## config.mk

```make
export PLATFORM = sky130hd
export DESIGN_NAME = rr_req_arbiter
export DESIGN_NICKNAME = d
export VERILOG_FILES = /design/src/rtl/arb_pkg.sv /design/src/rtl/rr_pick.sv /design/src/rtl/rr_req_arbiter.sv
export SDC_FILE = /design/constraint.sdc
export NUM_CORES = 1
export LEC_CHECK = 0
export ABC_AREA = 1
export CORE_MARGIN = 2
export CORE_UTILIZATION = 45
export CTS_CLUSTER_DIAMETER = 40
export DETAILED_ROUTE_END_ITERATION = 16
export GPL_ROUTABILITY_DRIVEN = 0
export HOLD_SLACK_MARGIN = 0.08
export PLACE_DENSITY = 0.66
export SLEW_MARGIN = 5
export SYNTH_ARGS = -nofsm -noshare
export SYNTH_HDL_FRONTEND = slang
export SYNTH_HIERARCHICAL = 1
export SYNTH_SLANG_ARGS = --single-unit
```

## constraint.sdc

```tcl
create_clock -name clk -period 3.65 [get_ports clk]
set_clock_uncertainty 0.1 [all_clocks]
set_input_delay 0.365 -clock clk [delete_from_list [all_inputs] [get_ports clk]]
set_output_delay 0.365 -clock clk [all_outputs]
set_load 0.005 [all_outputs]
```

## src/rtl/arb_pkg.sv

```systemverilog
// Shared constants and types for the round-robin request arbiter.
// Latency: none (declarations only).
// Backpressure: n/a.
package arb_pkg;

    localparam int N_REQ   = 8;
    localparam int IDX_W   = 3;
    localparam int STATS_W = 16;

    typedef enum logic {
        IDLE  = 1'b0,
        GRANT = 1'b1
    } state_e;

endpackage

```

## src/rtl/rr_pick.sv

```systemverilog
// Masked priority select: first set req bit at or above ptr, wrapping 7 -> 0.
// Latency: combinational.
// Backpressure: none; the caller decides when the pick is loaded.
module rr_pick
    import arb_pkg::*;
(
    input  logic [N_REQ-1:0] req,
    input  logic [IDX_W-1:0] ptr,
    output logic [N_REQ-1:0] pick,
    output logic             any
);

    logic [IDX_W-1:0] idx;
    logic             found;

    // Walk the requesters starting at ptr; the 3-bit index wraps naturally.
    always_comb begin
        pick  = '0;
        found = 1'b0;
        idx   = '0;
        for (int i = 0; i < N_REQ; i++) begin
            idx = ptr + IDX_W'(i);
            if (!found && req[idx]) begin
                pick[idx] = 1'b1;
                found     = 1'b1;
            end
        end
    end

    // Any request at all, regardless of pointer position.
    always_comb begin
        any = |req;
    end

endmodule

```

## src/rtl/rr_req_arbiter.sv

```systemverilog
// Round-robin arbiter over 8 level requests with a registered one-hot grant (RR_ARB_STATS_EN adds grant_count).
// Latency: grant_valid rises one cycle after a request; back-to-back grants every cycle on handshake.
// Backpressure: grant is held stable while grant_valid=1 and grant_ready=0; ptr advances only on handshake.
module rr_req_arbiter #(
    parameter int N_REQ = arb_pkg::N_REQ
) (
    input  logic             clk,
    input  logic             rst_n,
    input  logic [N_REQ-1:0] req,
    output logic [N_REQ-1:0] grant,
    output logic             grant_valid,
    input  logic             grant_ready
`ifdef RR_ARB_STATS_EN
    ,
    output logic [arb_pkg::STATS_W-1:0] grant_count
`endif
);

    import arb_pkg::*;

    // One-hot to index for the pointer update; kept here so ptr does not
    // depend on the downstream encoder.
    function automatic logic [IDX_W-1:0] oh_to_idx(input logic [N_REQ-1:0] oh);
        logic [IDX_W-1:0] idx;
        idx = '0;
        for (int i = 0; i < N_REQ; i++) begin
            if (oh[i]) idx = idx | IDX_W'(i);
        end
        return idx;
    endfunction

    state_e           state_q, state_d;
    logic [N_REQ-1:0] grant_q, grant_d;
    logic [IDX_W-1:0] ptr_q, ptr_d;
    logic             rst_sync_q;

    logic             hs;
    logic [IDX_W-1:0] next_ptr;
    logic [IDX_W-1:0] pick_ptr;
    logic [N_REQ-1:0] pick;
    logic             pick_any;

    // Reset release is taken one clock later so deassertion is synchronous;
    // assertion still clears everything asynchronously through rst_n.
    always_ff @(posedge clk or negedge rst_n) begin
        if (!rst_n) rst_sync_q <= 1'b0;
        else        rst_sync_q <= 1'b1;
    end

    // Handshake and the pointer the selector should use this cycle: on a
    // handshake the freshly advanced pointer, so the next grant is same-cycle.
    always_comb begin
        hs       = (state_q == GRANT) && grant_ready;
        next_ptr = oh_to_idx(grant_q) + IDX_W'(1);
        pick_ptr = hs ? next_ptr : ptr_q;
    end

    rr_pick u_pick (
        .req  (req),
        .ptr  (pick_ptr),
        .pick (pick),
        .any  (pick_any)
    );

    // State register: grant and ptr live with the FSM state.
    always_ff @(posedge clk or negedge rst_n) begin
        if (!rst_n) begin
            state_q <= IDLE;
            grant_q <= '0;
            ptr_q   <= '0;
        end else if (!rst_sync_q) begin
            state_q <= IDLE;
            grant_q <= '0;
            ptr_q   <= '0;
        end else begin
            state_q <= state_d;
            grant_q <= grant_d;
            ptr_q   <= ptr_d;
        end
    end

    // Next-state: load on request from IDLE; in GRANT hold until handshake,
    // then reload from the same-cycle req or fall back to IDLE.
    always_comb begin
        state_d = state_q;
        grant_d = grant_q;
        ptr_d   = ptr_q;
        case (state_q)
            IDLE: begin
                if (pick_any) begin
                    state_d = GRANT;
                    grant_d = pick;
                end
            end
            GRANT: begin
                if (hs) begin
                    ptr_d = next_ptr;
                    if (pick_any) begin
                        grant_d = pick;
                    end else begin
                        state_d = IDLE;
                        grant_d = '0;
                    end
                end
            end
            default: begin
                state_d = IDLE;
                grant_d = '0;
            end
        endcase
    end

    // Outputs: grant is zero whenever the FSM is idle, so it is driven directly.
    always_comb begin
        grant       = grant_q;
        grant_valid = (state_q == GRANT);
    end

`ifdef RR_ARB_STATS_EN
    logic [STATS_W-1:0] cnt_q;

    // Saturating handshake counter, reset alongside the FSM.
    always_ff @(posedge clk or negedge rst_n) begin
        if (!rst_n) begin
            cnt_q <= '0;
        end else if (!rst_sync_q) begin
            cnt_q <= '0;
        end else if (hs && (cnt_q != {STATS_W{1'b1}})) begin
            cnt_q <= cnt_q + STATS_W'(1);
        end
    end

    assign grant_count = cnt_q;
`endif

endmodule

```

; Yosys cells after proc, flatten, opt, wreduce, memory -nomap -nowiden
; Index checks and enable logic that the tools add are counted.
[word_totals]
register_bits = 13
in_bits = 11
word_cells = 130
[classes]
addsub = 8
n_lt_le_gt_ge = 16
n_eq_ne = 3
mux = 66
n_bitwise = 8
n_reduce_logical = 25
[op_table]
columns = operator, n
row1 = 2-to-1 mux 8 bit, 12
row2 = bitwise OR 8 bit, 7
row3 = less-than comparator 3 x 4 -> 1 bit (second input constant), 8
row4 = 2-to-1 mux 1 bit, 27
row5 = binary-select mux 1 bit (select 3 bit), 8
row6 = demux 1 bit (select 3 bit), 8
row7 = greater-or-equal comparator 3 x 1 -> 1 bit (second input constant), 8
row8 = 2-to-1 mux 3 bit, 7
row9 = logical AND 1 bit, 16
row10 = one-hot mux 8 bit (2 select lines), 1
row11 = adder 3 bit (second input constant), 4
row12 = OR reduction 8 bit, 1
row13 = zero test 1 bit, 7
row14 = adder 3 x 1 -> 3 bit (second input constant), 2
row15 = adder 3 x 2 -> 3 bit (second input constant), 2
row16 = 2-to-1 mux 2 bit, 2
row17 = != test 3 x 2 -> 1 bit (second input constant), 1
row18 = != test 3 bit (second input constant), 1
row19 = != test 2 bit (second input constant), 1
row20 = one-hot mux 1 bit (2 select lines), 1
row21 = AND reduction 2 bit, 1
row22 = inverter 1 bit, 1

; Longest topological paths before layout
[depth]
word_depth = 37
depth_mapped = 23
ltp_nobuf = 22

; Hierarchy
; Netlist, hierarchy kept.
[by_module_without_submodules]
columns = mod, n_inst, cells_per_inst, area_per_inst_um2
row1 = rr_pick, 1, 246, 1236.2
row2 = rr_req_arbiter, 1, 74, 646.9

; Worst setup path after synthesis
; No wires, ideal clock.
[synth_timing]
path_type = register -> register
start = register state_q, in the netlist grant_valid
end = register grant_q[0], in the netlist grant[0]
arrival_time_ps = 3210
required_time_ps = 3476
slack_ps = 266
path_stages_with_launch = 22
n_path_buf = 4
path_cell_list = dfrtp_1 -> nand2_2 -> inv_1 -> or2_2 -> nand2_1 -> inv_1 -> inv_2 -> buf_6 -> clkbuf_1 -> ha_1 -> inv_1 -> buf_2 -> nand3_1 -> nand3_1 -> o21a_1 -> nand3_2 -> nor2_4 -> buf_6 -> nand3_1 -> nand3_1 -> nand2_1 -> o21ai_2
[synth_via]
elab_chain_len = 30
[synth_rtl]
columns = element, line_no
row1 = "start, declared", rr_req_arbiter.sv:32  ; state_e state_q, state_d;
row2 = "start signal, assigned", rr_req_arbiter.sv:76  ; state_q <= state_d;
row3 = logical AND 1 bit *, rr_req_arbiter.sv:53  ; hs = (state_q == GRANT) && grant_ready;
row4 = 2-to-1 mux 3 bit *, -
row5 = net pick_ptr[0], rr_req_arbiter.sv:39  ; logic [IDX_W-1:0] pick_ptr;
row6 = "parallel branches: the longest is 23 deep, another holds less-than comparator 3 x 4 -> 1 bit", -
row7 = 2-to-1 mux 8 bit *, rr_pick.sv:23  ; if (!found && req[idx]) begin
row8 = net pick[0], rr_req_arbiter.sv:40  ; logic [N_REQ-1:0] pick;
row9 = 2-to-1 mux 8 bit, rr_req_arbiter.sv:98  ; if (pick_any) begin
row10 = 2-to-1 mux 8 bit, rr_req_arbiter.sv:96  ; if (hs) begin
row11 = one-hot mux 8 bit (2 select lines) *, rr_req_arbiter.sv:88  ; case (state_q)
row12 = 2-to-1 mux 8 bit *, rr_req_arbiter.sv:71  ; end else if (!rst_sync_q) begin
row13 = "end signal, assigned", rr_req_arbiter.sv:77  ; grant_q <= grant_d;
row14 = "end, declared", rr_req_arbiter.sv:33  ; logic [N_REQ-1:0] grant_q, grant_d;
; Mark *: on every way through the listed nets, which the timed path passes. The select of a mux whose other input is x is not followed.
; A chain may end at the register's enable or synchronous reset.

; Worst setup path after layout
[layout_timing]
start = register grant_q[6], in the netlist grant[6]
end = register grant_q[3], in the netlist grant[3]
[layout_via]
elab_chain_len = 32
[layout_rtl]
columns = element, line_no
row1 = 2-to-1 mux 3 bit * (2 in series), rr_req_arbiter.sv:27  ; if (oh[i]) idx = idx | IDX_W'(i);
row2 = adder 3 x 1 -> 3 bit *, rr_req_arbiter.sv:54  ; next_ptr = oh_to_idx(grant_q) + IDX_W'(1);
row3 = 2-to-1 mux 3 bit *, -
row4 = net pick_ptr[1], rr_req_arbiter.sv:39
row5 = "parallel branches: the longest is 23 deep, another holds less-than comparator 3 x 4 -> 1 bit", -
row6 = 2-to-1 mux 8 bit *, rr_pick.sv:23
row7 = net pick[3], rr_req_arbiter.sv:40
row8 = 2-to-1 mux 8 bit, rr_req_arbiter.sv:98
row9 = 2-to-1 mux 8 bit, rr_req_arbiter.sv:96
row10 = one-hot mux 8 bit (2 select lines) *, rr_req_arbiter.sv:88
row11 = 2-to-1 mux 8 bit *, rr_req_arbiter.sv:71
; Marked as above.

==> flow_metrics.env <==
export IMPL_status="complete, no violations"
export IMPL_cts_sinks=13
export IMPL_synthFlopType="dfrtp_1"
export IMPL_yosysUniqueCellTypes=30
export IMPL_finalPower_mw=1.705
export IMPL_yosysWarnings=6
export IMPL_core_area_sq_um=4000
export IMPL_yosysTopAreaCell="dfrtp_1"
export IMPL_worst_pin_slew_ps=838.7
export IMPL_relSlewSlack=0.4408
export IMPL_netlist_instances=320
export IMPL_worstSetupPathType="flip-flop to flip-flop"
export IMPL_ys_async_sr_fraction=1.000
export IMPL_cts_tree="built"
export IMPL_yosysMostFrequentCell="nand2_1"
export IMPL_clock_fmax_mhz=289.7
export IMPL_cts_buffers=3
export IMPL_cellPowerDensity_nw_per_um2=768.3
export IMPL_antenna_found_initial=0
export IMPL_path_buf_inv=5
export IMPL_worstPathRequired_ps=3650
export IMPL_fill_cells=411
export IMPL_holdCritPathClass="primary input to asynchronous set/reset pin"
export IMPL_post_route_min_period_ps=3452
export IMPL_grt_use_total=0.2283
export IMPL_start_kind="flip-flop"
export IMPL_synth_commonest_cells="80 x nand2_1, 65 x nand3_1, 40 x nor2_1"
export IMPL_ant_nets=0
export IMPL_multi_input_area_sq_um=1361
export IMPL_slew_viol_final=0
export IMPL_grt_max_degree=21
export IMPL_io_pin_count=20
export IMPL_drc=0
export IMPL_drtIter0Drc=103
export IMPL_postSynthAreaPerCell_sq_um=5.885
export IMPL_ys_seq_area_frac=0.1728
export IMPL_vias_per_cell=5.408
export IMPL_n_antenna_cell=0
export IMPL_synth_seq_cells=13
export IMPL_worst_slack_ps=198.2
export IMPL_post_drt_wl_per_cell_microns=12.86
export IMPL_seqCellArea_sq_um=325.3
export IMPL_htreeDepth=1
export IMPL_insertion_delay_ps=240
export IMPL_synth_area_leaders="dfrtp_1 17%, nand3_1 17%, nand2_1 16%"
export IMPL_clock_root_buffer="clkbuf_8"
export IMPL_end_kind="flip-flop"
export IMPL_fin_util=0.5549
export IMPL_placed_cell_area_sq_um=2142
export IMPL_crit_chain="nor2_1 -> nand2_1 -> ha_1 -> o21ai_0 -> inv_1 -> buf_4 -> ha_1 -> inv_1 -> nand2_2 -> nand2_2 -> clkinv_2 -> nand2_1 -> nand2_1 -> nand2_2 -> nor2_8 -> buf_4 -> nand3b_1 -> nand3_1 -> nor2_1 -> nand3_1 -> nand2_1 -> o21ai_2"
export IMPL_cp_max_fo=16
export IMPL_grt_overflow=0
export IMPL_synth_edf_count=0
export IMPL_critPathTopFamily="simple AND/OR/NAND/NOR gates"
export IMPL_post_place_ws_ps=180.2
export IMPL_design_area_sq_um=2220
export IMPL_grt_pass1_vias=1828
export IMPL_worst_path_max_delay_cell="dfrtp_1"
export IMPL_syn_area_sq_um=1883
export IMPL_die_area_sq_um=4718
export IMPL_wirelength_microns=5081
export IMPL_rows=23
export IMPL_crit_top_cell="nand2_1"
export IMPL_clk_pin_slew_ps=50
export IMPL_finalCritPeriodShare=0.9457
export IMPL_p_leak_nw=1.093
export IMPL_setup_tns_ps=0
export IMPL_start_util=0.4708
export IMPL_die_h_microns=68.69
export IMPL_finalHoldViolCount=0
export IMPL_die_x_microns=68.69
export IMPL_syn2layout_area_growth_pct=17.87
export IMPL_grt_pass1_wl_microns=8314
export IMPL_maxCapViolCount=0
export IMPL_clk_path_buf_depth=2
export IMPL_port_buffers=19
export IMPL_nets=364
export IMPL_drive_above_1_share=0.1420
export IMPL_synth_top_cell_area_share=0.1728
export IMPL_vias=2136
export IMPL_critical_path_max_stage_delay_ps=390
export IMPL_vdd_drop_max_v=0.0004311
export IMPL_synth_fp_nets=338
export IMPL_first_pass_iters=4
export IMPL_dp_hpwl_microns=3933
export IMPL_setup_viol=0
export IMPL_worstPathArrival_ps=3450
logic make-up (layout without fill, tap and decap cells):
logic type,count (synthesis),after routing,synth area share
simple gates,239,239,0.6040
buf+inv,44,69,0.1070
compound gates,16,16,0.06777
flops,13,13,0.1728
fa+ha+maj,7,7,0.04651
other cells,1,1,0.001991
final cells by class:
type                       count  share of cell area
clock buffer                   4             0.02029
inverter                      33             0.05637
multi-input combinational    263              0.6133
sequential                    13              0.1466
tap                           50             0.02818
timing repair buffer          32              0.1353
state kept, by name, summed over array words and instances (netlist names):
register     count
grant_valid      1
rst_sync_q       1
grant            8
ptr_q            3
layout by cell type, fill, tap and decap left out, types with 2 or more instances in the layout:
cell type        synthesis  final
nor3_1                  16     16
o21ai_2                  9      9
dfrtp_1                 13     13
nand2_1                 80     80
nand3_1                 65     64
inv_2                    2      3
buf_4                    2     12
clkdlybuf4s50_1          0     19
nand3_2                  4      5
nor4_1                   2      2
nand3b_1                 8      8
nor2_1                  40     40
o21ai_0                  2      2
or2_1                    2      2
or2_2                    2      2
ha_1                     7      7
inv_1                   30     29
nand4_1                  9      9
nand2_2                  9      9
clkbuf_8                 0      3
report_power, final:
| part | switching [mW] | internal [mW] | total (mW) |
|---|---|---|---|
| clock network | 0.0495 | 0.0770 | 0.127 |
| logic | 0.897 | 0.478 | 1.37 |
| registers | 0.0274 | 0.177 | 0.204 |
| total | 0.974 | 0.732 | 1.71 |
worst register-to-register path, cell delays in order (launching register included):
cell      delay [ps]
dfrtp_1          390
nor2_1           170
nand2_1           80
ha_1             280
o21ai_0          240
inv_1             90
buf_4            180
ha_1             190
inv_1             70
nand2_2           50
nand2_2          160
clkinv_2         140
nand2_1           90
nand2_1           80
nand2_2          130
nor2_8            50
buf_4            190
nand3b_1         110
nand3_1          120
nor2_1           150
nand3_1           90
nand2_1           90
o21ai_2           60
stage by stage:
stage | hold WS [ps] | cells
floorplan | -30.59 | 320
global placement | 381.6 | 389
detailed placement | 380.3 | 389
CTS | 394.0 | 393
global route | 413.0 | 395
finish | 386.1 | 395
repair_timing:
action / in CTS / in global routing
setup buffers: 0 / 2
hold buffers: 0 / 0
hold endpoints to repair: 0 / 0
endpoints found under the setup margin: 0 / 8
resized for setup: 0 / 2
final timing paths:
check,startpoint,end,slack [ps],cells past startpoint
hold / removal,rst_n,grant_valid,390,1
setup reg to reg,grant[6],grant[3],200,22
setup / recovery,grant[6],grant[3],200,22
min in group clk,grant[0],grant[0],400,2
max in group asynchronous,rst_n,grant[4],2700,1
hold reg to reg,grant[0],grant[0],400,2
metal layers:
layer | global-route usage | wire length (microns) | up-vias
li1 | - | - | 1105
met1 | 0.3152 | 2290 | 940
met2 | 0.3810 | 2368 | 77
met3 | 0.009740 | 305 | 14
met4 | 0.07598 | 116 | 0
met5 | 0 | 0 | -
Power figures use the tool's default switching activity.
